**src/rtl/multicycle_ctrl.sv**
```systemverilog
`default_nettype none
// ============================================================================
//  Module      : multicycle_ctrl
//  Description : Control FSM for a multicycle MIPS-style datapath. Drives the
//                datapath select/enable lines state by state, waits on
//                memory with a timeout, and counts retired instructions.
//  Revision    : 1.0 - initial release
// ============================================================================
module multicycle_ctrl #(
  parameter int MEM_WAIT_EN = 1,
  parameter int TMO_W       = 4,
  parameter int TMO_MAX     = 15,
  parameter int CNT_W       = 16
) (
  input  logic             clk,
  input  logic             reset,
  input  logic [5:0]       opcode,
  input  logic [5:0]       funct,
  input  logic             alu_zero,
  input  logic             alu_neg,
  input  logic             mem_ready,
  output logic             iord,
  output logic             mem_read,
  output logic             mem_write,
  output logic             ir_write,
  output logic             reg_dst,
  output logic             mem_to_reg,
  output logic             reg_write,
  output logic             alu_src_a,
  output logic [1:0]       alu_src_b,
  output logic [3:0]       alu_op,
  output logic [1:0]       pc_src,
  output logic             pc_en,
  output logic [3:0]       state,
  output logic             err,
  output logic [CNT_W-1:0] instr_cnt
);

  typedef enum logic [3:0] {
    S_FETCH  = 4'd0,
    S_DECODE = 4'd1,
    S_MEMADR = 4'd2,
    S_MEMRD  = 4'd3,
    S_MEMWB  = 4'd4,
    S_MEMWR  = 4'd5,
    S_EXEC   = 4'd6,
    S_ALUWB  = 4'd7,
    S_BRANCH = 4'd8,
    S_JUMP   = 4'd9,
    S_ADDIEX = 4'd10,
    S_ADDIWB = 4'd11,
    S_HALT   = 4'd12,
    S_ERR    = 4'd13
  } state_t;

  localparam logic [3:0] C_ALU_ADD = 4'd0;
  localparam logic [3:0] C_ALU_SUB = 4'd1;
  localparam logic [3:0] C_ALU_AND = 4'd2;
  localparam logic [3:0] C_ALU_OR  = 4'd3;
  localparam logic [3:0] C_ALU_SLT = 4'd4;
  localparam logic [3:0] C_ALU_XOR = 4'd5;
  localparam logic [3:0] C_ALU_NOR = 4'd6;

  localparam logic [5:0] C_OP_RTYPE = 6'b000000;
  localparam logic [5:0] C_OP_LW    = 6'b100011;
  localparam logic [5:0] C_OP_SW    = 6'b101011;
  localparam logic [5:0] C_OP_BEQ   = 6'b000100;
  localparam logic [5:0] C_OP_BNE   = 6'b000101;
  localparam logic [5:0] C_OP_BGTZ  = 6'b000111;
  localparam logic [5:0] C_OP_ADDI  = 6'b001000;
  localparam logic [5:0] C_OP_J     = 6'b000010;
  localparam logic [5:0] C_OP_HALT  = 6'b111111;

  state_t           r_state;
  state_t           w_next;
  logic [5:0]       r_opcode;
  logic [5:0]       r_funct;
  logic [TMO_W-1:0] r_wait;
  logic             r_err;
  logic [CNT_W-1:0] r_cnt;

  logic             w_is_wait;
  logic             w_done;
  logic             w_tmo;
  logic [3:0]       w_exec_op;
  logic             w_funct_ok;
  logic             w_br_take;

  // Memory-access completion and timeout detection for the three wait states
  assign w_is_wait = (r_state == S_FETCH) || (r_state == S_MEMRD) || (r_state == S_MEMWR);
  assign w_done    = (MEM_WAIT_EN == 0) || mem_ready;
  assign w_tmo     = w_is_wait && !w_done && (r_wait == TMO_W'(TMO_MAX - 1));

  // R-type function decode from the funct captured at DECODE
  always_comb begin
    w_exec_op  = C_ALU_ADD;
    w_funct_ok = 1'b1;
    case (r_funct)
      6'b100000: w_exec_op = C_ALU_ADD;
      6'b100010: w_exec_op = C_ALU_SUB;
      6'b100100: w_exec_op = C_ALU_AND;
      6'b100101: w_exec_op = C_ALU_OR;
      6'b101010: w_exec_op = C_ALU_SLT;
      6'b100110: w_exec_op = C_ALU_XOR;
      6'b100111: w_exec_op = C_ALU_NOR;
      default:   w_funct_ok = 1'b0;
    endcase
  end

  // Branch condition resolved from the captured opcode and live ALU flags
  always_comb begin
    w_br_take = 1'b0;
    case (r_opcode)
      C_OP_BEQ:  w_br_take = alu_zero;
      C_OP_BNE:  w_br_take = !alu_zero;
      C_OP_BGTZ: w_br_take = !alu_zero && !alu_neg;
      default:   w_br_take = 1'b0;
    endcase
  end

  // Next-state selection
  always_comb begin
    w_next = r_state;
    case (r_state)
      S_FETCH: begin
        if (w_done)     w_next = S_DECODE;
        else if (w_tmo) w_next = S_ERR;
      end
      S_DECODE: begin
        case (opcode)
          C_OP_RTYPE:                     w_next = S_EXEC;
          C_OP_LW, C_OP_SW:               w_next = S_MEMADR;
          C_OP_BEQ, C_OP_BNE, C_OP_BGTZ:  w_next = S_BRANCH;
          C_OP_ADDI:                      w_next = S_ADDIEX;
          C_OP_J:                         w_next = S_JUMP;
          C_OP_HALT:                      w_next = S_HALT;
          default:                        w_next = S_ERR;
        endcase
      end
      S_MEMADR: w_next = (r_opcode == C_OP_LW) ? S_MEMRD : S_MEMWR;
      S_MEMRD: begin
        if (w_done)     w_next = S_MEMWB;
        else if (w_tmo) w_next = S_ERR;
      end
      S_MEMWR: begin
        if (w_done)     w_next = S_FETCH;
        else if (w_tmo) w_next = S_ERR;
      end
      S_EXEC:   w_next = w_funct_ok ? S_ALUWB : S_ERR;
      S_ADDIEX: w_next = S_ADDIWB;
      S_MEMWB, S_ALUWB, S_ADDIWB, S_BRANCH, S_JUMP: w_next = S_FETCH;
      S_HALT:   w_next = S_HALT;
      S_ERR:    w_next = S_ERR;
      default:  w_next = S_ERR;
    endcase
  end

  // State, instruction capture, wait counter, error flag and retire counter
  always_ff @(posedge clk) begin
    if (!reset) begin
      r_state  <= S_FETCH;
      r_opcode <= '0;
      r_funct  <= '0;
      r_wait   <= '0;
      r_err    <= 1'b0;
      r_cnt    <= '0;
    end else begin
      r_state <= w_next;
      if (r_state == S_DECODE) begin
        r_opcode <= opcode;
        r_funct  <= funct;
      end
      // Count only while stalled in the same wait state; any exit clears it
      if (w_is_wait && !w_done && (w_next == r_state))
        r_wait <= r_wait + TMO_W'(1);
      else
        r_wait <= '0;
      if (w_next == S_ERR)
        r_err <= 1'b1;
      // An instruction retires when control returns to FETCH from elsewhere
      if ((w_next == S_FETCH) && (r_state != S_FETCH))
        r_cnt <= r_cnt + CNT_W'(1);
    end
  end

  // Per-state control outputs; ir_write/pc_en also depend on inputs
  always_comb begin
    iord       = 1'b0;
    mem_read   = 1'b0;
    mem_write  = 1'b0;
    ir_write   = 1'b0;
    reg_dst    = 1'b0;
    mem_to_reg = 1'b0;
    reg_write  = 1'b0;
    alu_src_a  = 1'b0;
    alu_src_b  = 2'b00;
    alu_op     = C_ALU_ADD;
    pc_src     = 2'b00;
    pc_en      = 1'b0;
    case (r_state)
      S_FETCH: begin
        mem_read  = 1'b1;
        alu_src_b = 2'b01;
        ir_write  = w_done;
        pc_en     = w_done;
      end
      S_DECODE:  alu_src_b = 2'b11;
      S_MEMADR: begin
        alu_src_a = 1'b1;
        alu_src_b = 2'b10;
      end
      S_MEMRD: begin
        mem_read = 1'b1;
        iord     = 1'b1;
      end
      S_MEMWR: begin
        mem_write = 1'b1;
        iord      = 1'b1;
      end
      S_MEMWB: begin
        reg_write  = 1'b1;
        mem_to_reg = 1'b1;
      end
      S_EXEC: begin
        alu_src_a = 1'b1;
        alu_op    = w_exec_op;
      end
      S_ALUWB: begin
        reg_write = 1'b1;
        reg_dst   = 1'b1;
      end
      S_ADDIEX: begin
        alu_src_a = 1'b1;
        alu_src_b = 2'b10;
      end
      S_ADDIWB:  reg_write = 1'b1;
      S_BRANCH: begin
        alu_src_a = 1'b1;
        alu_op    = C_ALU_SUB;
        pc_src    = 2'b01;
        pc_en     = w_br_take;
      end
      S_JUMP: begin
        pc_src = 2'b10;
        pc_en  = 1'b1;
      end
      default: ;
    endcase
    // Write-side strobes are held off while reset is asserted
    if (!reset) begin
      ir_write  = 1'b0;
      pc_en     = 1'b0;
      mem_write = 1'b0;
    end
  end

  assign state     = r_state;
  assign err       = r_err;
  assign instr_cnt = r_cnt;

endmodule
`default_nettype wire
```
**config.mk**
```make
export PLATFORM = sky130hd
export DESIGN_NAME = multicycle_ctrl
export DESIGN_NICKNAME = d
export VERILOG_FILES = /design/src/rtl/multicycle_ctrl.sv
export SDC_FILE = /design/constraint.sdc
export NUM_CORES = 1
export LEC_CHECK = 0
export BUFFER_PORTS_ARGS = -buffer_cell sky130_fd_sc_hd__buf_2
export CAP_MARGIN = 20
export CORE_UTILIZATION = 53
export CTS_CLUSTER_DIAMETER = 50
export DETAILED_ROUTE_END_ITERATION = 10
export PLACE_DENSITY = 0.8
export SLEW_MARGIN = 20
export SYNTH_ARGS = -nofsm -noshare
export SYNTH_HDL_FRONTEND = slang
export SYNTH_SLANG_ARGS = --single-unit
export TNS_END_PERCENT = 30
```
**constraint.sdc**
```tcl
create_clock -name clk -period 3.8 [get_ports clk]
set_clock_uncertainty 0.2 [all_clocks]
set_input_delay 0.95 -clock clk [delete_from_list [all_inputs] [get_ports clk]]
set_output_delay 0.95 -clock clk [all_outputs]
set_load 0.01 [all_outputs]
```
# --- After elaboration in Yosys (flattened, before gate mapping) ---
# Cells that the tools add are included.
word_totals:
  input_bits: 17
  reg_bits: 37
  out_inout_bits: 38
  word_cells: 92
op_classes:
  n_addsub: 2
  n_eq_ne: 34
  reduce_logical: 24
  mux: 26
op_table:
  columns: ["operator", "count"]
  rows:
  - ["$eq A6 B6 Y1 const B", 11]
  - ["$eq A6 B3 Y1 const B", 6]
  - ["$pmux W4 S9", 1]
  - ["$eq A4 B4 Y1 const B", 7]
  - ["$pmux W4 S6", 1]
  - ["$mux W4", 5]
  - ["$pmux W3 S6", 1]
  - ["$add A16 B1 Y16 const B", 1]
  - ["$eq A4 B3 Y1 const B", 4]
  - ["$mux W1", 12]
  - ["$eq A4 B2 Y1 const B", 2]
  - ["$logic_not A4 Y1", 2]
  - ["$pmux W4 S2", 1]
  - ["$reduce_or A2 Y1", 4]
  - ["$reduce_or A7 Y1", 1]
  - ["$eq A6 B2 Y1 const B", 1]
  - ["$eq A6 B4 Y1 const B", 1]
  - ["$logic_not A6 Y1", 1]
  - ["$pmux W1 S3", 2]
  - ["$pmux W2 S3", 1]
  - ["$reduce_or A3 Y1", 2]
  - ["$logic_and A1 B1 Y1", 5]
  - ["$reduce_or A5 Y1", 1]
  - ["$add A4 B1 Y4 const B", 1]
  - ["9 further kinds", 12]

# --- Longest topological paths before layout ---
logic_depth:
  word_depth: 11
  ltp_mapped: 11
  ltp_nobuf: 9

# --- Least setup slack after synthesis ---
# OpenSTA, ideal clock, no wires.
synth_timing:
  path_type: "input-to-output"
  start: "input alu_neg"
  end: "output pc_en"
  arrival_time_ps: 2098
  path_stages: 5
  n_path_buf: 0
  setup_slack_ps: 552
  required_time_ps: 2650
  cell_sequence: "a21oi_1 > a22oi_1 > nor4_1 > o21ai_0 > a2111oi_0"
synth_via:
  elab_chain_cells: 5
synth_lines:
  columns: ["item", "line_no", "source"]
  rows:
  - ["start, declared", "20", "input logic alu_neg,"]
  - ["$logic_not A1 Y1", "116", "C_OP_BGTZ: w_br_take = !alu_zero && !alu_neg;"]
  - ["$logic_and A1 B1 Y1", "116", null]
  - ["$pmux W1 S3", "113", "case (r_opcode)"]
  - ["$pmux W1 S3", "200", "case (r_state)"]
  - ["$mux W1", "250", "if (!reset) begin"]
  - ["end, declared", "33", "output logic pc_en,"]
# Every way passes these cells.

# --- Worst setup path after layout ---
# Same ends and word-level chain as after synthesis.

==> out/qor.csv <==
metric,value,unit
fill_cells,342,
yosys_register_bits,37,
drt-pass1-iter-count,4,
worst_setup_path_start_kind,primary input,
crit_fanout,1,
tritoncts,yes,
postCtsSetupBuffers,0,
antenna_found_initial,0,
cts_buffers,5,
status,completed,
finalSetupTns,0,ps
yosysWarningCount,0,
ys_seq_area_frac,0.346,
cts.sinks,37,
die_h,65.6,microns
regArea,741,sq um
synthesis.nets,299,
final_common_cell,buf_2,
reg2regPathDepth,8,
insertion_delay,290,ps
overflow,0,
initial_core_util,0.568,
grt_pass1_wl,8.90,mm
layout_setup_ws,511,ps
num_antenna_cells,0,
period_needed,3290,ps
finalNetCount,347,
clockBufferDepth,2,
drcViolationCount,0,
hold_violations,0,
core_area,3770,sq um
clk_pin_slew,70,ps
ir_worst_vdd,241,uV
grtUsageTotal,0.270,
ant_nets,0,
synthesis.area,2140,sq um
p_leak,0.00102,uW
placed_area,2450,sq um
multi_input_area,1290,sq um
first_global_vias,2013,
cts_resized,0,
relSlewSlack,0.562,
crit_required,2650,ps
crit_type,primary input to primary output,
port_buffers,53,
max_slew.worst_pin.slew,656,ps
rsz0062_at_grt,no,
holdPathEnd,err$_SDFFE_PN0N_,
dieArea,4300,sq um
via_per_inst,5.97,
ys_types,57,
async_reset_ff_frac,0,
crit_path_end_kind,primary output,
vias,2239,
final_cell_mix,"buf_2 (53), dfxtp_1 (37), nand2_1 (32), a21oi_1 (32), nor2_1 (24)",
cts-root-buf,clkbuf_8,
dp_hpwl,3.68,mm
cp.arrival,2140,ps
fin_area,2540,sq um
num_rows,22,
io_pins,55,
cts_hold_repair.buffers,0,
drtIter0Drc,168,
hp-start,err$_SDFFE_PN0N_,
wirelength,5.37,mm
synth_ff_type,dfxtp_1,
wl_per_cell,14.3,microns
gp_congestion,0.875,
setup_viol,0,
synthCells,279,
drv_slew,0,
h-tree-depth,2,
cap_violations,0,
r2r_setup_slack,890,ps
die_x,65.6,microns
fmax,304,MHz
r2r_start,state[0]$_SDFF_PN0_,
grt_start_max_net_pins,34,
avgSynthCellArea,7.68,sq um
area_delta_synth_final,18.5,%
drive_gt1_frac,0.239,
hold_depth,2,
worstHoldPathType,flop to flop,
powerDensity,410,nW/um^2
synth-edff-count,0,
pre_cts_slack,471,ps
period_share,0.866,
r2r_end,instr_cnt[13]$_SDFFE_PN0P_,
## kinds of logic (layout without fill, tap and decap cells)
family	Yosys count	in the layout	synth area share
AO/OA/AOI/OAI	76	76	0.233
buffers and inverters	27	75	0.0567
AND/OR/NAND/NOR	127	127	0.311
XOR/XNOR	6	6	0.0245
other	1	1	0.00175
flip-flops	37	37	0.346
multiplexers	2	2	0.00935
adder cells (fa/ha/maj)	3	3	0.0175
## power by group
group | switching, uW | total (uW) | internal (uW)
logic | 181 | 304 | 123
registers | 38.6 | 452 | 413
clock network | 142 | 285 | 143
total | 361 | 1040 | 679
## how the worst max path moves through the flow
| stage | from | to | slack (ps) |
|---|---|---|---|
| 6_report | alu_neg | pc_en | 510 |
| 5_1_grt | alu_neg | pc_en | 340 |
| 4_1_cts | alu_neg | pc_en | 500 |
| 3_5_place_dp | opcode[0] | instr_cnt[13]$_SDFFE_PN0P_ | 470 |
| 3_3_place_gp | opcode[0] | instr_cnt[13]$_SDFFE_PN0P_ | 540 |
| 2_1_floorplan | alu_neg | pc_en | 550 |
## metrics by stage
stage / utilization / std cells / power (uW) / hold WS (ps)
final: 0.673 / 375 / 1040 / 267
after detailed placement: 0.649 / 368 / 758 / 259
after global routing: 0.673 / 375 / 1100 / 302
after floorplan: - / 279 / 665 / 230
after global placement: 0.649 / 368 / 752 / 248
after CTS: 0.673 / 375 / 1040 / 277
## worst max-delay path, cell delays in order
cell       delay (ps)
buf_2              90
a21oi_1           130
a22oi_1            80
nor4_1            210
o21ai_0           100
a2111oi_0         370
buf_2             200
## metal layers
layer	share of wire	global-route usage
met1	0.46	0.323
met2	0.47	0.461
met3	0.058	0.0573
met4	0.014	0.120
met5	0	0
## synthesized netlist by cell type (2+ instances only)
library cell / number / share of area
o21ai_1: 9 / 0.021
xnor2_1: 3 / 0.012
nor2_1: 24 / 0.042
a21oi_1: 32 / 0.075
inv_1: 5 / 0.0088
and3_1: 6 / 0.018
or4_1: 4 / 0.014
nor3_1: 7 / 0.016
nor2b_1: 4 / 0.012
buf_4: 3 / 0.011
nand3_1: 10 / 0.023
ha_1: 3 / 0.018
mux2i_1: 2 / 0.0093
nand4_1: 4 / 0.012
nor4b_1: 2 / 0.0082
dfxtp_1: 37 / 0.35
or3_1: 12 / 0.035
o22ai_1: 3 / 0.0088
xor2_1: 3 / 0.012
clkbuf_1: 7 / 0.012
inv_2: 2 / 0.0035
and4_1: 2 / 0.0082
o21ai_0: 8 / 0.019
nand2_1: 32 / 0.056
buf_2: 7 / 0.016
o31ai_1: 3 / 0.011
a31oi_1: 3 / 0.0088
nand2b_1: 7 / 0.020
nor4_1: 6 / 0.018
buf_1: 2 / 0.0035
## registers in the layout, indices dropped and copies added (netlist names)
| register | cells |
|---|---|
| err | 1 |
| instr_cnt | 16 |
| r_funct | 6 |
| r_opcode | 6 |
| r_wait | 4 |
| state | 4 |
## area by class of cell
class,count,area share
Multi-Input combinational cell,215,0.507
Sequential cell,37,0.292
Timing Repair Buffer,60,0.130
Clock buffer,6,0.0325
Tap cell,48,0.0237
Inverter,8,0.0118
Clock inverter,1,0.00296
Power figures use the tool's default switching activity.
